<file path="src/rtl/fetch_sequencer_pkg.sv">
// Shared widths and helpers for the instruction-fetch sequencer.
// Holds the word/address widths and the wait-counter width.
package fetch_sequencer_pkg;

  localparam int WORD_LEN     = 32;
  localparam int ADDRESS_LEN  = 32;
  localparam int FETCH_WAIT_W = 4;

  // One action is chosen per cycle, in priority order: branch > capture > count > hold.
  typedef enum logic [1:0] {
    ACT_HOLD    = 2'd0,
    ACT_BRANCH  = 2'd1,
    ACT_CAPTURE = 2'd2,
    ACT_COUNT   = 2'd3
  } fetch_action_e;

  function automatic logic [ADDRESS_LEN-1:0] word_align(input logic [ADDRESS_LEN-1:0] addr);
    return {addr[ADDRESS_LEN-1:2], 2'b00};
  endfunction

endpackage

</file>
<file path="src/rtl/fetch_wait_counter.sv">
// Wait-state counter for one memory access: sync clear, enable, and a
// terminal compare against WAIT_STATES.
module fetch_wait_counter
  import fetch_sequencer_pkg::*;
#(
  parameter int WAIT_STATES = 1
) (
  input  logic clk,
  input  logic rst,
  input  logic clear,
  input  logic enable,
  output logic done
);

  logic [FETCH_WAIT_W-1:0] cnt;

  always_ff @(posedge clk) begin
    if (rst) begin
      cnt <= '0;
    end else if (clear) begin
      cnt <= '0;
    end else if (enable) begin
      cnt <= cnt + 1'b1;
    end
  end

  assign done = (cnt == FETCH_WAIT_W'(WAIT_STATES));

endmodule

</file>
<file path="src/rtl/fetch_sequencer.sv">
// Fetch stage: owns the PC, paces each access with wait states and
// delivers fetched words to IF/ID through a registered valid/ready output.
module fetch_sequencer
  import fetch_sequencer_pkg::*;
#(
  parameter int WAIT_STATES = 1
) (
  input  logic                   clk,
  input  logic                   rst,
  input  logic                   branch_taken,
  input  logic [ADDRESS_LEN-1:0] branch_addr,
  input  logic                   out_ready,
  output logic                   out_valid,
  output logic [WORD_LEN-1:0]    out_instruction,
  output logic [ADDRESS_LEN-1:0] out_pc,
  output logic [ADDRESS_LEN-1:0] mem_address,
  input  logic [WORD_LEN-1:0]    mem_instruction
);

  logic [ADDRESS_LEN-1:0] pc;
  logic [ADDRESS_LEN-1:0] pc_plus4;
  logic                   done;
  logic                   cnt_clear;
  logic                   cnt_enable;
  fetch_action_e          action;

  assign pc_plus4    = pc + ADDRESS_LEN'(4);
  assign mem_address = word_align(pc);

  always_comb begin
    action = ACT_HOLD;
    if (branch_taken) begin
      action = ACT_BRANCH;
    end else if (done && (!out_valid || out_ready)) begin
      action = ACT_CAPTURE;
    end else if (!done) begin
      action = ACT_COUNT;
    end
  end

  assign cnt_clear  = (action == ACT_BRANCH) || (action == ACT_CAPTURE);
  assign cnt_enable = (action == ACT_COUNT);

  fetch_wait_counter #(
    .WAIT_STATES(WAIT_STATES)
  ) u_wait (
    .clk    (clk),
    .rst    (rst),
    .clear  (cnt_clear),
    .enable (cnt_enable),
    .done   (done)
  );

  always_ff @(posedge clk) begin
    if (rst) begin
      pc              <= '0;
      out_valid       <= 1'b0;
      out_instruction <= '0;
      out_pc          <= '0;
    end else begin
      unique case (action)
        // A redirect squashes any held word, even if IF/ID is ready this cycle.
        ACT_BRANCH: begin
          pc        <= word_align(branch_addr);
          out_valid <= 1'b0;
        end
        ACT_CAPTURE: begin
          out_instruction <= mem_instruction;
          out_pc          <= pc_plus4;
          out_valid       <= 1'b1;
          pc              <= pc_plus4;
        end
        ACT_COUNT: begin
          if (out_valid && out_ready) begin
            out_valid <= 1'b0;
          end
        end
        ACT_HOLD: begin
        end
        default: begin
        end
      endcase
    end
  end

endmodule

</file>
<file path="config.mk">
export PLATFORM = sky130hd
export DESIGN_NAME = fetch_sequencer
export DESIGN_NICKNAME = d
export VERILOG_FILES = /design/src/rtl/fetch_sequencer_pkg.sv /design/src/rtl/fetch_wait_counter.sv /design/src/rtl/fetch_sequencer.sv
export SDC_FILE = /design/constraint.sdc
export NUM_CORES = 1
export LEC_CHECK = 0
export CAP_MARGIN = 10
export CORE_ASPECT_RATIO = 0.7
export CORE_MARGIN = 5
export CORE_UTILIZATION = 45
export DETAILED_ROUTE_END_ITERATION = 8
export PLACE_DENSITY = 0.88
export REMOVE_ABC_BUFFERS = 1
export SYNTH_ARGS = -nofsm -noshare
export SYNTH_HDL_FRONTEND = slang
export SYNTH_SLANG_ARGS = --single-unit
</file>
<file path="constraint.sdc">
create_clock -name clk -period 6.69 [get_ports clk]
set_input_delay 1.0035 -clock clk [delete_from_list [all_inputs] [get_ports clk]]
set_output_delay 1.0035 -clock clk [all_outputs]
set_load 0.005 [all_outputs]
</file>
==> impl_metrics.env <==
export IMPL_crit_arrival_ns=4.23
export IMPL_wl_per_cell_um=17.91
export IMPL_overflow=0
export IMPL_holdBufCountCts=0
export IMPL_nets=771
export IMPL_fmax_ghz=0.2496
export IMPL_hold_path_class="register to register"
export IMPL_start_kind="input port"
export IMPL_yosysSeqAreaShare_pct=39.68
export IMPL_cts_sinks=97
export IMPL_cap_violations=0
export IMPL_path_clk_slew_ns=0.06
export IMPL_fp_dieH_um=97.25
export IMPL_track_usage_pct=22.18
export IMPL_maxSlewViolCount=0
export IMPL_cts_root_buf="clkbuf_16"
export IMPL_design_core_area_um2=10470
export IMPL_globalplace_congestion=0.8656
export IMPL_tightestPinTransition_ns=0.8823
export IMPL_critPathKind="input port to register"
export IMPL_synth_area_um2=4893
export IMPL_vdd_drop_max_mv=0.1570
export IMPL_htree_levels=3
export IMPL_vias=5073
export IMPL_grt_pass1_wl_um=23930
export IMPL_num_fill_cells=863
export IMPL_synthDistinctLibCells=55
export IMPL_antenna_found_initial=0
export IMPL_cts_tree="built"
export IMPL_synth_edf_count=0
export IMPL_hold_end="out_pc[11]"
export IMPL_drc=0
export IMPL_synth_top_area_share_pct=39.68
export IMPL_synth_ff_type="dfxtp_1"
export IMPL_reg2reg_slack_ns=2.82
export IMPL_grt_pass1_vias=4701
export IMPL_stdcell_area_um2=6778
export IMPL_synth_area_per_cell_um2=8.466
export IMPL_die_w_um=134.6
export IMPL_min_period_ns=4.007
export IMPL_syn_to_final_growth_pct=38.51
export IMPL_hold_viol=0
export IMPL_status="completed"
export IMPL_synth_top_cells_by_area="dfxtp_1 (40%), mux2i_1 (7.6%), nor2_1 (6.1%)"
export IMPL_drt_initial_drc_count=503
export IMPL_syn_instance_count=578
export IMPL_yosysWarningCount=0
export IMPL_ys_ff_latch=97
export IMPL_finalCritPeriodShare_pct=59.89
export IMPL_dp_cells=818
export IMPL_fin_ws_ns=2.683
export IMPL_first_pass_iters=5
export IMPL_power_density_nw_per_um2=207.3
export IMPL_drtAntennaViolNets=0
export IMPL_die_area_um2=13090
export IMPL_drive_gt1_share_pct=4.422
export IMPL_ctsResizeCount=0
export IMPL_rsz0062_at_grt="no"
export IMPL_finalSetupViolCount=0
export IMPL_cts_buffers=9
export IMPL_cp_end_kind="register"
export IMPL_worstPathMaxFanout=70
export IMPL_slew_headroom_pct=41.18
export IMPL_start_util_pct=46.73
export IMPL_io_buffers=158
export IMPL_finClkSkew_ns=0.007333
export IMPL_vias_per_cell=6.090
export IMPL_dpl_cell_area_um2=6437
export IMPL_worstRegToRegCells=8
export IMPL_rows=31
export IMPL_ios=165
export IMPL_yosysTopAreaCell="dfxtp_1"
export IMPL_stdcell_count=833
export IMPL_r2r_start="u_wait.cnt[0]"
export IMPL_setup_tns_ns=0
export IMPL_clk_latency_ns=0.34
export IMPL_hold_path_startpoint="out_pc[11]"
export IMPL_worst_r2r_endpoint="out_pc[31]"
export IMPL_n_antenna_cell=0
export IMPL_pre_cts_ws_ns=2.387
export IMPL_grt_start_max_net_pins=71
export IMPL_worstHoldPathCells=2
export IMPL_async_flop_share_pct=0
export IMPL_drt_total_wl_um=14920
export IMPL_ctsLongestPathBuffers=2
export IMPL_worst_ep_required_time_ns=6.92
export IMPL_hpwlAfterDp_um=10440
export IMPL_post_cts_buffers=0
export IMPL_total_leakage_power_uw=0.002182
[power breakdown]
| group | switching (µW) | internal, µW | total (µW) |
|---|---|---|---|
| Sequential | 34.7 | 599 | 634 |
| Clock | 222 | 366 | 588 |
| Combinational | 79.5 | 103 | 183 |
| Total | 337 | 1070 | 1410 |
[cells by family (layout without fill, tap and decap cells)]
group	count (synthesis)	count (layout)	synth area share, %
and+or+nand+nor	229	229	24.70
AOI/OAI and AO/OA	136	136	19.64
DFF	97	97	39.68
buffers and inverters	68	188	6.085
muxes	37	37	7.568
adders and majority gates	6	6	1.534
xor gates and xnor gates	4	4	0.7161
other	1	4	0.07663
[how the worst max path moves through the flow]
stage | startpoint | to | slack, ns | cells past startpoint
2_1_floorplan | out_ready | out_pc[31] | 1.09 | 8
3_3_place_gp | out_ready | out_pc[31] | 2.49 | 9
3_5_place_dp | branch_taken | out_pc[31] | 2.39 | 7
4_1_cts | branch_taken | out_pc[31] | 2.73 | 7
5_1_grt | out_ready | out_pc[31] | 2.51 | 9
6_report | branch_taken | out_pc[31] | 2.68 | 7
[layer usage]
layer / global-route usage (%) / routed length [µm]
met5: 0 / 0
met4: 6.260 / 173
met3: 6.988 / 1514
met2: 34.34 / 6901
met1: 29.73 / 6329
[state kept, by name (all words and copies together) (netlist names)]
name	cells
out_instruction	32
out_pc	30
pc	30
u_wait.cnt	4
out_valid	1
[synth_stat cells, drive strengths merged (2+ instances only)]
master,instances
xor2,2
ha,6
nand2b,7
a22oi,24
o41ai,2
nor3b,2
a31oi,14
o21a,3
and4,3
nand4,11
nor2,79
nand2,20
nor4,12
inv,11
o311ai,4
or4,21
a211oi,5
a221oi,2
and3,6
clkbuf,33
and2,3
or3,14
o31a,4
nand3b,2
a311oi,17
nand3,17
o31ai,8
buf,24
dfxtp,97
mux2i,37
xnor2,2
nor3,26
o211ai,9
nor2b,3
a21oi,14
o21ai,22
[stage by stage]
step / utilization (%) / hold slack (ns) / power (µW)
after floorplan: - / 0.4686 / 709.8
after global placement: 61.47 / 0.4647 / 819.9
after detailed placement: 61.47 / 0.4674 / 827.0
after CTS: 64.72 / 0.4807 / 1417
after global routing: 64.72 / 0.5026 / 1467
final: 64.72 / 0.4773 / 1405
[worst max-delay path, cell delays in order]
cell and delay [ns]:
clkdlybuf4s50_1 0.48, nor2_1 0.32, ha_4 0.77, inv_1 0.58, or3_1 0.52, or4_1 0.40, o311ai_0 0.10
[cells in the final DEF (no fill, tap or decap), drive strengths merged, types with 4 or more instances in the layout]
| master | netlist | layout |
|---|---|---|
| a211oi | 5 | 5 |
| a21oi | 14 | 14 |
| a22oi | 24 | 24 |
| a311oi | 17 | 17 |
| a31oi | 14 | 14 |
| and3 | 6 | 6 |
| buf | 24 | 5 |
| clkbuf | 33 | 9 |
| clkdlybuf4s50 | 0 | 157 |
| conb | 1 | 4 |
| dfxtp | 97 | 97 |
| ha | 6 | 6 |
| inv | 11 | 13 |
| mux2i | 37 | 37 |
| nand2 | 20 | 20 |
| nand2b | 7 | 7 |
| nand3 | 17 | 17 |
| nand4 | 11 | 11 |
| nor2 | 79 | 79 |
| nor3 | 26 | 26 |
| nor4 | 12 | 12 |
| o211ai | 9 | 9 |
| o21ai | 22 | 22 |
| o311ai | 4 | 4 |
| o31a | 4 | 4 |
| o31ai | 8 | 8 |
| or3 | 14 | 14 |
| or4 | 21 | 21 |
[layout make-up]
class	instances	area [µm²]	share of cell area, %
Inverter	11	41.29	0.6092
Multi-Input combinational cell	416	2680	39.54
Clock buffer	9	225.2	3.323
Timing Repair Buffer	162	1609	23.74
Sequential cell	97	1942	28.65
Clock inverter	6	115.1	1.698
Tap cell	132	165.2	2.437
Note: power is estimated with default switching activity, not from simulation.
